===== src/rtl/mppt_fitness_eval.sv =====
// Fitness evaluator for the PSO MPPT loop: drives a candidate duty, lets the PV
// operating point settle, averages 2^AVG_LOG2 ADC samples and reports P = avg(u)*avg(i).
module mppt_fitness_eval #(
    parameter int ADC_W      = 12,
    parameter int DUTY_W     = 10,
    parameter int N_PART     = 5,
    parameter int IDX_W      = 3,
    parameter int AVG_LOG2   = 3,
    parameter int SETTLE_CYC = 1000,
    parameter int DUTY_INIT  = 0
) (
    input  logic                 clk_P,
    input  logic                 rst_n,
    input  logic                 cand_valid,
    output logic                 cand_ready,
    input  logic [IDX_W-1:0]     cand_idx,
    input  logic [DUTY_W-1:0]    cand_duty,
    input  logic                 clr_best,
    input  logic                 adc_vld,
    input  logic [ADC_W-1:0]     u_in,
    input  logic [ADC_W-1:0]     i_in,
    output logic [DUTY_W-1:0]    duty_out,
    output logic                 busy,
    output logic                 res_valid,
    output logic [IDX_W-1:0]     res_idx,
    output logic [DUTY_W-1:0]    res_duty,
    output logic [2*ADC_W-1:0]   res_power,
    output logic                 idx_err,
    output logic                 gbest_valid,
    output logic [2*ADC_W-1:0]   gbest_power,
    output logic [DUTY_W-1:0]    gbest_duty,
    output logic [IDX_W-1:0]     gbest_idx
);

    localparam int SUM_W  = ADC_W + AVG_LOG2;
    localparam int PWR_W  = 2 * ADC_W;
    localparam int SCNT_W = (SETTLE_CYC > 1) ? $clog2(SETTLE_CYC) : 1;
    localparam int ACNT_W = AVG_LOG2 + 1;

    localparam logic [SCNT_W-1:0] SETTLE_LAST = SCNT_W'(SETTLE_CYC - 1);
    localparam logic [ACNT_W-1:0] ACC_LAST    = ACNT_W'((1 << AVG_LOG2) - 1);
    localparam logic [IDX_W:0]    N_PART_LIM  = (IDX_W + 1)'(N_PART);
    localparam logic [DUTY_W-1:0] DUTY_RST    = DUTY_W'(DUTY_INIT);

    typedef enum logic [2:0] {
        S_IDLE,
        S_SETTLE,
        S_ACC,
        S_MUL,
        S_OUT
    } state_t;

    state_t              state_q, state_d;
    logic [DUTY_W-1:0]   duty_out_q, duty_out_d;
    logic [IDX_W-1:0]    cur_idx_q, cur_idx_d;
    logic [DUTY_W-1:0]   cur_duty_q, cur_duty_d;
    logic [SCNT_W-1:0]   settle_cnt_q, settle_cnt_d;
    logic [ACNT_W-1:0]   acc_cnt_q, acc_cnt_d;
    logic [SUM_W-1:0]    sum_u_q, sum_u_d;
    logic [SUM_W-1:0]    sum_i_q, sum_i_d;
    logic [IDX_W-1:0]    res_idx_q, res_idx_d;
    logic [DUTY_W-1:0]   res_duty_q, res_duty_d;
    logic [PWR_W-1:0]    res_power_q, res_power_d;
    logic                idx_err_q, idx_err_d;
    logic                gbest_valid_q, gbest_valid_d;
    logic [PWR_W-1:0]    gbest_power_q, gbest_power_d;
    logic [DUTY_W-1:0]   gbest_duty_q, gbest_duty_d;
    logic [IDX_W-1:0]    gbest_idx_q, gbest_idx_d;

    logic [ADC_W-1:0]    avg_u;
    logic [ADC_W-1:0]    avg_i;
    logic [PWR_W-1:0]    product;
    logic                idx_bad;

    // Averaging is a plain truncating shift: drop the low AVG_LOG2 bits of the sums.
    assign avg_u   = sum_u_q[SUM_W-1:AVG_LOG2];
    assign avg_i   = sum_i_q[SUM_W-1:AVG_LOG2];
    assign product = PWR_W'(avg_u) * PWR_W'(avg_i);
    assign idx_bad = ({1'b0, cand_idx} >= N_PART_LIM);

    always_comb begin
        state_d       = state_q;
        duty_out_d    = duty_out_q;
        cur_idx_d     = cur_idx_q;
        cur_duty_d    = cur_duty_q;
        settle_cnt_d  = settle_cnt_q;
        acc_cnt_d     = acc_cnt_q;
        sum_u_d       = sum_u_q;
        sum_i_d       = sum_i_q;
        res_idx_d     = res_idx_q;
        res_duty_d    = res_duty_q;
        res_power_d   = res_power_q;
        idx_err_d     = 1'b0;
        gbest_valid_d = gbest_valid_q;
        gbest_power_d = gbest_power_q;
        gbest_duty_d  = gbest_duty_q;
        gbest_idx_d   = gbest_idx_q;

        case (state_q)
            S_IDLE: begin
                if (cand_valid) begin
                    if (idx_bad) begin
                        idx_err_d = 1'b1;
                    end else begin
                        cur_idx_d    = cand_idx;
                        cur_duty_d   = cand_duty;
                        duty_out_d   = cand_duty;
                        settle_cnt_d = '0;
                        acc_cnt_d    = '0;
                        sum_u_d      = '0;
                        sum_i_d      = '0;
                        state_d      = S_SETTLE;
                    end
                end
            end
            S_SETTLE: begin
                if (settle_cnt_q == SETTLE_LAST) begin
                    state_d = S_ACC;
                end else begin
                    settle_cnt_d = settle_cnt_q + SCNT_W'(1);
                end
            end
            S_ACC: begin
                if (adc_vld) begin
                    sum_u_d   = sum_u_q + SUM_W'(u_in);
                    sum_i_d   = sum_i_q + SUM_W'(i_in);
                    acc_cnt_d = acc_cnt_q + ACNT_W'(1);
                    if (acc_cnt_q == ACC_LAST) begin
                        state_d = S_MUL;
                    end
                end
            end
            S_MUL: begin
                res_power_d = product;
                res_idx_d   = cur_idx_q;
                res_duty_d  = cur_duty_q;
                state_d     = S_OUT;
            end
            S_OUT: begin
                state_d = S_IDLE;
            end
            default: begin
                state_d = S_IDLE;
            end
        endcase

        // A clear issued in the same cycle as a result discards that result.
        if (clr_best) begin
            gbest_valid_d = 1'b0;
            gbest_power_d = '0;
            gbest_duty_d  = '0;
            gbest_idx_d   = '0;
        end else if ((state_q == S_OUT) && (!gbest_valid_q || (res_power_q > gbest_power_q))) begin
            gbest_valid_d = 1'b1;
            gbest_power_d = res_power_q;
            gbest_duty_d  = res_duty_q;
            gbest_idx_d   = res_idx_q;
        end
    end

    always_ff @(posedge clk_P) begin
        if (!rst_n) begin
            state_q       <= S_IDLE;
            duty_out_q    <= DUTY_RST;
            cur_idx_q     <= '0;
            cur_duty_q    <= '0;
            settle_cnt_q  <= '0;
            acc_cnt_q     <= '0;
            sum_u_q       <= '0;
            sum_i_q       <= '0;
            res_idx_q     <= '0;
            res_duty_q    <= '0;
            res_power_q   <= '0;
            idx_err_q     <= 1'b0;
            gbest_valid_q <= 1'b0;
            gbest_power_q <= '0;
            gbest_duty_q  <= '0;
            gbest_idx_q   <= '0;
        end else begin
            state_q       <= state_d;
            duty_out_q    <= duty_out_d;
            cur_idx_q     <= cur_idx_d;
            cur_duty_q    <= cur_duty_d;
            settle_cnt_q  <= settle_cnt_d;
            acc_cnt_q     <= acc_cnt_d;
            sum_u_q       <= sum_u_d;
            sum_i_q       <= sum_i_d;
            res_idx_q     <= res_idx_d;
            res_duty_q    <= res_duty_d;
            res_power_q   <= res_power_d;
            idx_err_q     <= idx_err_d;
            gbest_valid_q <= gbest_valid_d;
            gbest_power_q <= gbest_power_d;
            gbest_duty_q  <= gbest_duty_d;
            gbest_idx_q   <= gbest_idx_d;
        end
    end

    assign cand_ready  = (state_q == S_IDLE);
    assign busy        = (state_q != S_IDLE);
    assign res_valid   = (state_q == S_OUT);
    assign duty_out    = duty_out_q;
    assign res_idx     = res_idx_q;
    assign res_duty    = res_duty_q;
    assign res_power   = res_power_q;
    assign idx_err     = idx_err_q;
    assign gbest_valid = gbest_valid_q;
    assign gbest_power = gbest_power_q;
    assign gbest_duty  = gbest_duty_q;
    assign gbest_idx   = gbest_idx_q;

endmodule

===== config.mk =====
export PLATFORM = sky130hd
export DESIGN_NAME = mppt_fitness_eval
export DESIGN_NICKNAME = d
export VERILOG_FILES = /design/src/rtl/mppt_fitness_eval.sv
export SDC_FILE = /design/constraint.sdc
export NUM_CORES = 1
export LEC_CHECK = 0
export BUFFER_PORTS_ARGS = -buffer_cell sky130_fd_sc_hd__buf_2
export CAP_MARGIN = 20
export CORE_ASPECT_RATIO = 0.6
export CORE_MARGIN = 8
export CORE_UTILIZATION = 60
export DETAILED_ROUTE_END_ITERATION = 6
export PLACE_DENSITY_LB_ADDON = 0.12
export SYNTH_ARGS = -nofsm -noshare
export SYNTH_HDL_FRONTEND = slang
export SYNTH_SLANG_ARGS = --single-unit

===== constraint.sdc =====
create_clock -name clk_P -period 14 [get_ports clk_P]
set_input_delay 0.7 -clock clk_P [delete_from_list [all_inputs] [get_ports clk_P]]
set_output_delay 0.7 -clock clk_P [all_outputs]
set_load 0.05 [all_outputs]

==> results of run 1 <==
sequential cells by signal, summed over array words and instances, names as in the netlist, 10 cells and up:
name	count
gbest_power	24
res_power	24
sum_i_q	15
sum_u_q	15
cur_duty_q	10
gbest_duty	10
res_duty	10
settle_cnt_q	10
cells by family (layout without fill, tap and decap cells):
kind of cell	after synthesis	count (layout)	share of synthesized area, %
adders and majority gates	214	214	29.6
DFF	136	136	23.4
muxes	41	41	3.53
AOI/OAI and AO/OA	242	242	13.4
buffers and inverters	228	334	7.90
and+or+nand+nor	499	499	19.8
xor gates and xnor gates	31	31	2.34
report_power, final:
part / internal [mW] / total (mW) / switching (mW)
Sequential: 0.395 / 0.415 / 0.0196
Combinational: 0.0386 / 0.120 / 0.0816
Clock: 0.254 / 0.448 / 0.194
Total: 0.687 / 0.983 / 0.295
cell type report:
| class | instances | area (um2) | share of cell area, % |
|---|---|---|---|
| multi-input cells | 1027 | 7990 | 61.8 |
| clock inverters | 14 | 141 | 1.09 |
| flip-flops and latches | 136 | 2720 | 21.1 |
| well taps | 246 | 308 | 2.38 |
| clock buffers | 18 | 439 | 3.40 |
| repair buffers | 138 | 711 | 5.50 |
| inverters | 164 | 616 | 4.76 |
through the flow:
| step | util (%) | instance area (um2) | cells |
|---|---|---|---|
| final | 67.9 | 12900 | 1743 |
| after global routing | 67.9 | 12900 | 1743 |
| after CTS | 67.9 | 12900 | 1743 |
| after detailed placement | 64.9 | 12400 | 1711 |
| after global placement | 64.9 | 12400 | 1711 |
| after floorplan | - | 11600 | 1391 |
routing by layer:
layer  GRT usage [%]  share of wire, %  up-vias
met5               0                 0        -
li1                -                 -     4791
met2            39.1                43      388
met3            8.26                10       27
met1            36.2                46     4762
met4            6.03               1.0        0
layout by cell type, fill, tap and decap left out, drive strengths merged, types with 7 or more instances in the layout:
cell type,n
o21a,9
nor2,61
and2,72
inv,169
nor2b,9
a21o,8
clkbuf,18
mux2i,41
nand3,26
xnor2,24
nor3,17
or3,8
o31ai,8
o211ai,7
nand4,13
ha,112
dfxtp,136
and3,8
a211oi,12
xor2,7
a21oi,101
fa,102
o21ai,43
buf,138
nand2,264
tightest hold or removal path, stage by stage (launching register included):
cell     delay [ps]
dfxtp_1         310
nand2_1          50
mux2i_1          50
worst min path at each step:
stage	startpoint	endpoint	cells after the start
after floorplan	cur_idx_q[0]$_SDFFE_PN0P_	res_idx[0]$_SDFFE_PN0P_	2
after global placement	cur_idx_q[0]$_SDFFE_PN0P_	res_idx[0]$_SDFFE_PN0P_	2
after detailed placement	cur_idx_q[0]$_SDFFE_PN0P_	res_idx[0]$_SDFFE_PN0P_	2
after CTS	gbest_duty[9]$_SDFFE_PP0P_	gbest_duty[9]$_SDFFE_PP0P_	2
after global routing	cur_idx_q[0]$_SDFFE_PN0P_	res_idx[0]$_SDFFE_PN0P_	2
final	gbest_duty[9]$_SDFFE_PP0P_	gbest_duty[9]$_SDFFE_PP0P_	2
==> flow_metrics.py, run 1 <==
metrics = {
    "run_status": {
        "status": "completed",
    },
    "cts": {
        "h-tree-depth": 4,
        "post-cts-setup-buffers": 0,
        "cts-buffers-inserted": 17,
        "holdBufCountCts": 0,
        "cts_tree": "built",
        "root_buffer": "clkbuf_16",
        "cts_resized": 0,
        "cts_buffer_depth": 2,
        "clock_latency_ps": 440,
        "clk_pin_slew_ps": 70,
        "cts.sinks": 136,
    },
    "route": {
        "wl_um": 31000,
        "antenna_left": 0,
        "dr.pass1.iters": 6,
        "drt_iter0_drc": 764,
        "vias_per_cell": 5.72,
        "wl_per_cell_um": 17.8,
        "vias": 9968,
        "drc": 0,
    },
    "setup_path": {
        "crit_end": "res_power[22]$_SDFFE_PN0P_",
        "start_kind": "flop",
        "critPathBufInv": 2,
        "cp_max_fo": 14,
        "setup.worst_path.start": "sum_u_q[5]$_SDFFE_PN0P_",
        "worstRegToRegCells": 15,
        "crit_path_end_kind": "flop",
        "cp_slowest_cell": "dfxtp_1",
        "cp_top_family": "adder cells",
        "r2r_setup_slack_ps": 8250,
        "worst_ep_arrival_time_ps": 6080,
        "slowest_delay_ps": 700,
        "crit_cells": 15,
        "critical_path.cell_chain": "and2_1, fa_1, fa_1, fa_1, fa_1, inv_1, fa_1, inv_1, ha_1, a21o_1, a31o_2, a21oi_1, a2111oi_0, or3_1, a32o_1",
        "worstSetupPathType": "reg2reg",
        "r2r_start": "sum_u_q[5]$_SDFFE_PN0P_",
        "cp_data_required_time_ps": 14330,
        "cpMostUsedCell": "fa_1",
        "rr_endpoint": "res_power[22]$_SDFFE_PN0P_",
    },
    "timing": {
        "grt_setup_unrepaired": "no",
        "finalHoldViolCount": 0,
        "layout_setup_ws_ps": 8250,
        "whs_ps": 454,
        "timing.final.crit_period_ps": 5750,
        "fin_worst_skew_ps": 9.83,
        "finalSetupTns_ps": 0,
        "setup_violations": 0,
        "slew_viol_final": 0,
        "post-route-period-util_pct": 41.1,
        "timing.fmax_mhz": 174,
        "relSlewSlack_pct": 43.6,
        "worst_slew_pin_slew_ps": 845,
    },
    "die": {
        "die-width_um": 196,
        "initial_core_util_pct": 61.1,
        "ios": 131,
        "core_area_um2": 19000,
        "dieArea_um2": 24200,
        "die_h_um": 124,
        "rows": 39,
    },
    "logic_synthesis": {
        "syn_area_per_cell_um2": 8.36,
        "ys.flop_type": "dfxtp_1",
        "ys_types": 73,
        "yosys.area.top_type": "dfxtp_1",
        "synthesis.area_um2": 11600,
        "synth_most_common_cell": "nand2_1",
        "post-synth-top-area-fraction_pct": 23.4,
        "ys_top_cells_by_area": "dfxtp_1 (23%), fa_1 (18%), ha_1 (12%)",
        "syn_nets": 1647,
        "ys_warn_count": 0,
        "netlist_instances": 1391,
        "synth_edf_count": 0,
        "synth_async_sr_flop_share_pct": 0,
        "ys_ff_latch": 136,
        "synth_common_cells": "nand2_1 (264), inv_1 (161), dfxtp_1 (136)",
        "ys_seq_area_share_pct": 23.4,
    },
    "hold_path": {
        "hold_class": "reg2reg",
    },
    "cells_and_area": {
        "syn_to_final_growth_pct": 11.2,
        "layout-drive-gt1-share_pct": 12.8,
        "antenna_cells": 0,
        "nNetsFinal": 1740,
        "fillCellCount": 1648,
    },
    "power": {
        "power_mw": 0.983,
        "p_leak_nw": 6.02,
        "power_density_nw_per_um2": 76.0,
        "ir_worst_vdd_v": 0.0000858,
    },
    "global_routing": {
        "overflow": 0,
        "grt_pass1_wl_um": 50100,
        "grt_pass1_vias": 9761,
        "grt_max_degree": 76,
        "antenna_found_initial": 0,
        "grt_use_total_pct": 26.0,
    },
    "job": {
        "cap_violations": 0,
    },
    "place": {
        "dpl.hpwl_um": 23800,
        "place_congestion": 0.979,
        "dp_slack_ps": 8340,
        "portBuffers": 130,
    },
}
Note: power is estimated with default switching activity, not from simulation.
==> run 2, diff against run 1 <==
--- a/config.mk
+++ b/config.mk
@@ -5,11 +5,12 @@
 export SDC_FILE = /design/constraint.sdc
 export NUM_CORES = 1
 export LEC_CHECK = 0
+export ABC_AREA = 1
 export BUFFER_PORTS_ARGS = -buffer_cell sky130_fd_sc_hd__buf_2
 export CAP_MARGIN = 20
 export CORE_ASPECT_RATIO = 0.6
 export CORE_MARGIN = 8
-export CORE_UTILIZATION = 60
+export CORE_UTILIZATION = 55
 export DETAILED_ROUTE_END_ITERATION = 6
 export PLACE_DENSITY_LB_ADDON = 0.12
 export SYNTH_ARGS = -nofsm -noshare
==> constraint.sdc (replaced) <==
create_clock -name clk_P -period 4.77 [get_ports clk_P]
set_input_delay 0.2385 -clock clk_P [delete_from_list [all_inputs] [get_ports clk_P]]
set_output_delay 0.2385 -clock clk_P [all_outputs]
set_load 0.05 [all_outputs]
==> run 2 against run 1 <==
Compared with the run above: sequential cell count stayed put; total power increased to 3.7 times the previous value; cell area is 11% higher; critical path depth rose by 6; largest power group unchanged; clock-buffer cell count down 1; critical endpoint unchanged; final cell count grew 23%; register-to-register slack worse by 8100 ps.
==> flow_metrics.py, run 2 <==
metrics = {
    "cells_and_area": {
        "antenna_cells": 0,
        "multiInputGateArea_um2": 7890,
        "fillCellCount": 1862,
        "final_cell_mix": "nand2_1 (370), inv_1 (314), nor2_1 (162)",
        "register_area_um2": 2780,
        "utilization_pct": 68.0,
        "layout-drive-gt1-share_pct": 19.4,
        "nNetsFinal": 2113,
        "syn_to_final_growth_pct": 21.1,
        "final_common_cell": "nand2_1",
    },
    "logic_synthesis": {
        "synthesis.area_um2": 11800,
        "synth_async_sr_flop_share_pct": 0,
        "ys_types": 41,
        "synth_edf_count": 0,
        "yosys.area.top_type": "dfxtp_1",
        "ys_ff_latch": 136,
        "ys.flop_type": "dfxtp_1",
        "ys_top_cells_by_area": "dfxtp_1 (23%), fa_1 (17%), nand2_1 (12%)",
        "synth_most_common_cell": "nand2_1",
        "post-synth-top-area-fraction_pct": 23.0,
        "netlist_instances": 1663,
        "ys_warn_count": 0,
        "syn_area_per_cell_um2": 7.10,
        "synth_common_cells": "nand2_1 (379), inv_1 (318), nor2_1 (167)",
        "ys_seq_area_share_pct": 23.0,
        "syn_nets": 1919,
    },
    "power": {
        "ir_worst_vdd_v": 0.000309,
        "power_density_nw_per_um2": 253,
        "p_leak_nw": 8.06,
    },
    "run_status": {
        "status": "completed",
    },
    "timing": {
        "fin_worst_skew_ps": 13.0,
        "layout_setup_ws_ps": 195,
        "setup_violations": 0,
        "worst_slew_pin_slew_ps": 760,
        "grt_setup_unrepaired": "yes",
        "relSlewSlack_pct": 49.3,
        "finalHoldViolCount": 0,
        "timing.final.crit_period_ps": 4570,
        "post-route-period-util_pct": 95.9,
        "timing.fmax_mhz": 219,
        "slew_viol_final": 0,
    },
    "setup_path": {
        "cpMostUsedCell": "inv_1",
        "slowest_delay_ps": 540,
        "cp_slowest_cell": "fa_1",
        "cp_data_required_time_ps": 5090,
        "crit_path_end_kind": "flop",
        "cp_max_fo": 8,
        "critical_path.cell_chain": "buf_4, buf_4, nand2_1, inv_1, fa_1, inv_1, fa_1, fa_1, inv_1, fa_1, ha_1, ha_2, inv_1, o21ai_1, nand2_1, a21boi_1, nor3_2, nand3_1, nand3_1, nand2_1, inv_1",
        "worst_ep_arrival_time_ps": 4900,
        "worstSetupPathType": "reg2reg",
        "start_kind": "flop",
    },
    "route": {
        "wl_um": 34400,
        "vias_per_cell": 5.20,
        "wl_per_cell_um": 16.0,
        "drt_iter0_drc": 851,
        "drc": 0,
        "dr.pass1.iters": 6,
        "antenna_left": 0,
        "vias": 11200,
    },
    "place": {
        "dpl.hpwl_um": 27000,
        "place_congestion": 0.938,
        "dp_slack_ps": -286,
        "portBuffers": 130,
    },
    "die": {
        "core_area_um2": 21000,
        "die_h_um": 130,
        "dieArea_um2": 26600,
        "rows": 41,
        "die-width_um": 205,
        "ios": 131,
        "initial_core_util_pct": 56.2,
    },
    "cts": {
        "h-tree-depth": 4,
        "root_buffer": "clkbuf_16",
        "cts_tree": "built",
        "cts-buffers-inserted": 17,
        "cts_buffer_depth": 2,
        "clock_latency_ps": 430,
        "cts.sinks": 136,
        "clk_pin_slew_ps": 60,
    },
    "hold_path": {
        "hold_class": "in2reg",
    },
    "global_routing": {
        "grt_max_degree": 47,
        "antenna_found_initial": 0,
        "grt_pass1_vias": 10800,
        "overflow": 0,
        "grt_use_total_pct": 25.8,
        "grt_pass1_wl_um": 55100,
    },
    "job": {
        "cap_violations": 0,
    },
}
[run 2: final timing paths]
path	startpoint	to	slack (ps)	cells after the start
max	sum_u_q[9]$_SDFFE_PN0P_	res_power[22]$_SDFFE_PN0P_	200	21
min	cand_duty[9]	cur_duty_q[9]$_SDFFE_PN0P_	60	3
max reg2reg	sum_u_q[9]$_SDFFE_PN0P_	res_power[22]$_SDFFE_PN0P_	200	21
min reg2reg	acc_cnt_q[3]$_SDFFE_PN0P_	acc_cnt_q[3]$_SDFFE_PN0P_	450	1
[run 2: area by class of cell]
class	instances	share of cell area [%]
clock inverter	15	1.08
clock buffer	17	2.97
timing repair buffer	239	10.5
inverter	322	8.45
sequential	136	19.5
tap	279	2.44
multi-input combinational	1141	55.1
[run 2: cell families after synthesis]
kind of cell / count (synthesis) / share of synthesized area (%)
XOR/XNOR: 13 / 0.964
AND/OR/NAND/NOR: 658 / 22.7
buffers and inverters: 386 / 12.6
flip-flops: 136 / 23.0
AO/OA/AOI/OAI: 256 / 11.6
adder cells (fa/ha/maj): 214 / 29.1
[run 2: critical path, delay by kind of cell, from the launching register on]
kind / cells / cell delay (ps)
AND/OR/NAND/NOR: 6 / 470
adder cells (fa/ha/maj): 6 / 2590
buffers and inverters: 7 / 620
flip-flops: 1 / 390
AO/OA/AOI/OAI: 2 / 410
[run 2: per-stage QoR]
stage / area [um2] / hold WS, ps / TNS [ps] / total power, mW / instances
floorplan: 11800 / 366 / -11.7 / 2.02 / 1663
finish: 14300 / 63.2 / 0 / 3.62 / 2149
CTS: 13900 / 48.5 / 0 / 3.63 / 2138
global placement: 13300 / 433 / -2010 / 2.29 / 2106
global route: 14300 / 63.1 / -40.5 / 3.80 / 2149
detailed placement: 13300 / 443 / -2340 / 2.30 / 2106
[run 2: power breakdown]
| group | internal, mW | switching (mW) | leakage (nW) | total (mW) |
|---|---|---|---|---|
| clock network | 0.738 | 0.581 | 0.281 | 1.32 |
| logic | 0.299 | 0.704 | 6.66 | 1.00 |
| registers | 1.22 | 0.0834 | 1.11 | 1.30 |
| total | 2.25 | 1.37 | 8.06 | 3.62 |
[run 2: routing by layer]
metal / track usage, % / up-vias / share of wire, %
met4: 5.07 / 0 / 1.1
met5: 0 / - / 0
met1: 37.4 / 5221 / 48
met2: 38.3 / 370 / 42
met3: 6.85 / 32 / 9.0
li1: - / 5560 / -
[run 2: timing repair]
| action | in CTS | in global routing |
|---|---|---|
| resized for setup | 26 | 76 |
| setup buffers | 0 | 11 |
| endpoints found under the setup margin | 13 | 14 |
| hold buffers | 0 | 0 |
| pin swaps | 2 | 42 |
==> run 3, diff against run 2 <==
--- a/config.mk
+++ b/config.mk
@@ -10,9 +10,9 @@
 export CAP_MARGIN = 20
 export CORE_ASPECT_RATIO = 0.6
 export CORE_MARGIN = 8
-export CORE_UTILIZATION = 55
+export CORE_UTILIZATION = 53
 export DETAILED_ROUTE_END_ITERATION = 6
-export PLACE_DENSITY_LB_ADDON = 0.12
+export PLACE_DENSITY = 0.76
 export SYNTH_ARGS = -nofsm -noshare
 export SYNTH_HDL_FRONTEND = slang
 export SYNTH_SLANG_ARGS = --single-unit
==> run 3 against run 2 <==
Compared with the run above: clock skew decreased by 1.2 ps; largest cell class unchanged; utilization is 2.3 points lower; die area up 3.4%.
==> flow_metrics.py, run 3 (synthesis gave the netlist of run 2 again) <==
metrics = {
    "timing": {
        "timing.fmax_mhz": 217,
        "timing.final.crit_period_ps": 4600,
        "layout_setup_ws_ps": 165,
        "fin_worst_skew_ps": 11.8,
        "post-route-period-util_pct": 96.5,
        "setup_violations": 0,
        "grt_setup_unrepaired": "yes",
        "relSlewSlack_pct": 47.3,
        "worst_slew_pin_slew_ps": 791,
        "finalHoldViolCount": 0,
        "slew_viol_final": 0,
        "whs_ps": 56.9,
    },
    "place": {
        "place_congestion": 0.935,
        "placedCellCount": 2107,
        "dp_slack_ps": -297,
        "dpl.hpwl_um": 26800,
        "portBuffers": 130,
        "place_area_um2": 13300,
    },
    "route": {
        "top_layer": "met4",
        "dr.pass1.iters": 5,
        "vias_per_cell": 5.28,
        "wl_um": 34900,
        "wl_met3_um": 3210,
        "wl_per_cell_um": 16.2,
        "dr_wl_met2_um": 14800,
        "wl_met1_um": 16500,
        "drc": 0,
        "vias": 11400,
        "drt_iter0_drc": 1169,
        "antenna_left": 0,
    },
    "die": {
        "core_area_um2": 22000,
        "rows": 42,
        "initial_core_util_pct": 53.8,
        "dieArea_um2": 27500,
        "ios": 131,
        "die-width_um": 209,
        "die_h_um": 132,
    },
    "hold_path": {
        "holdPathStages": 3,
        "worstHoldStart": "cand_duty[7]",
        "hold_class": "in2reg",
        "min_to": "cur_duty_q[7]$_SDFFE_PN0P_",
    },
    "cells_and_area": {
        "fillCellCount": 1888,
        "syn_to_final_growth_pct": 22.1,
        "final_common_cell": "nand2_1",
        "nNetsFinal": 2110,
        "fin_area_um2": 14400,
        "antenna_cells": 0,
        "final_cell_mix": "nand2_1 (368), inv_1 (313), nor2_1 (159)",
        "utilization_pct": 65.7,
        "layout-drive-gt1-share_pct": 19.6,
        "instances_no_fill": 2153,
    },
    "power": {
        "ir_worst_vdd_v": 0.000311,
        "p_leak_nw": 8.13,
        "power_density_nw_per_um2": 257,
    },
    "setup_path": {
        "worst_ep_arrival_time_ps": 4930,
        "r2r_setup_slack_ps": 170,
        "cp_data_required_time_ps": 5100,
        "worstSetupPathType": "reg2reg",
        "start_kind": "flop",
        "r2r_start": "sum_u_q[6]$_SDFFE_PN0P_",
        "slowest_delay_ps": 580,
        "cp_max_fo": 5,
        "critical_path.cell_chain": "buf_6, nand2_1, inv_1, fa_1, fa_1, fa_1, fa_1, inv_1, fa_1, inv_1, ha_4, a21o_1, buf_4, a21oi_2, o21ai_4, xor2_1, o21ai_0, inv_1",
        "cp_slowest_cell": "fa_1",
        "cpMostUsedCell": "fa_1",
        "crit_path_end_kind": "flop",
        "rr_endpoint": "res_power[13]$_SDFFE_PN0P_",
        "worstRegToRegCells": 18,
    },
    "global_routing": {
        "grt_pass1_wl_um": 56800,
        "grt_use_total_pct": 25.0,
        "grt_max_degree": 47,
        "antenna_found_initial": 0,
        "overflow": 0,
        "grt_pass1_vias": 11300,
    },
    "cts": {
        "cts.sinks": 136,
        "holdBufCountCts": 0,
        "clk_pin_slew_ps": 70,
        "h-tree-depth": 4,
        "cts-buffers-inserted": 17,
        "cts_tree": "built",
        "cts_buffer_depth": 2,
        "root_buffer": "clkbuf_16",
        "clock_latency_ps": 430,
    },
    "run_status": {
        "status": "completed",
    },
    "job": {
        "cap_violations": 0,
    },
}
-- run 3: worst max-delay path, delay by kind of cell, from the launching register on --
family | cells | cell delay (ps)
AO/OA/AOI/OAI | 4 | 570
XOR/XNOR | 1 | 150
adder cells (fa/ha/maj) | 6 | 2840
buffers and inverters | 6 | 490
flip-flops | 1 | 380
AND/OR/NAND/NOR | 1 | 60
-- run 3: worst max path at each step --
stage	cells after the start	slack (ps)	startpoint	endpoint
floorplan	20	-10	sum_u_q[3]$_SDFFE_PN0P_	res_power[17]$_SDFFE_PN0P_
global route	20	-50	sum_u_q[6]$_SDFFE_PN0P_	res_power[22]$_SDFFE_PN0P_
CTS	21	-5	sum_u_q[5]$_SDFFE_PN0P_	res_power[20]$_SDFFE_PN0P_
detailed placement	20	-300	sum_u_q[6]$_SDFFE_PN0P_	res_power[18]$_SDFFE_PN0P_
global placement	17	-240	sum_u_q[7]$_SDFFE_PN0P_	res_power[18]$_SDFFE_PN0P_
finish	18	170	sum_u_q[6]$_SDFFE_PN0P_	res_power[13]$_SDFFE_PN0P_
-- run 3: metal layers --
metal,GRT usage (%),vias to the layer above
li1,-,5532
met1,35.9,5369
met2,37.9,437
met5,0,-
met4,5.30,0
met3,5.94,37
-- run 3: final cells by class --
cell class | count | area [um2] | share of cell area (%)
multi-input cells | 1141 | 7960 | 55.2
flip-flops and latches | 136 | 2780 | 19.2
repair buffers | 236 | 1510 | 10.5
inverters | 322 | 1210 | 8.38
clock buffers | 20 | 467 | 3.23
well taps | 286 | 358 | 2.48
clock inverters | 12 | 150 | 1.04
-- run 3: timing repair --
item	in CTS	in global routing
pin swaps	0	50
gates resized for setup	27	89
endpoints found under the hold margin	0	0
cloned	0	1
buffers inserted	0	13
endpoints found under the setup margin	13	15
-- run 3: stage by stage --
stage | power (mW) | TNS, ps
after detailed placement | 2.30 | -2640
final | 3.70 | 0
after global routing | 3.86 | -93.3
after CTS | 3.69 | -4.58
after floorplan | 2.02 | -11.7
after global placement | 2.28 | -1750
-- run 3: where the power goes --
group	total, mW	switching (mW)	internal (mW)
clock network	1.39	0.562	0.830
logic	1.01	0.710	0.303
registers	1.30	0.0820	1.22
total	3.70	1.35	2.35
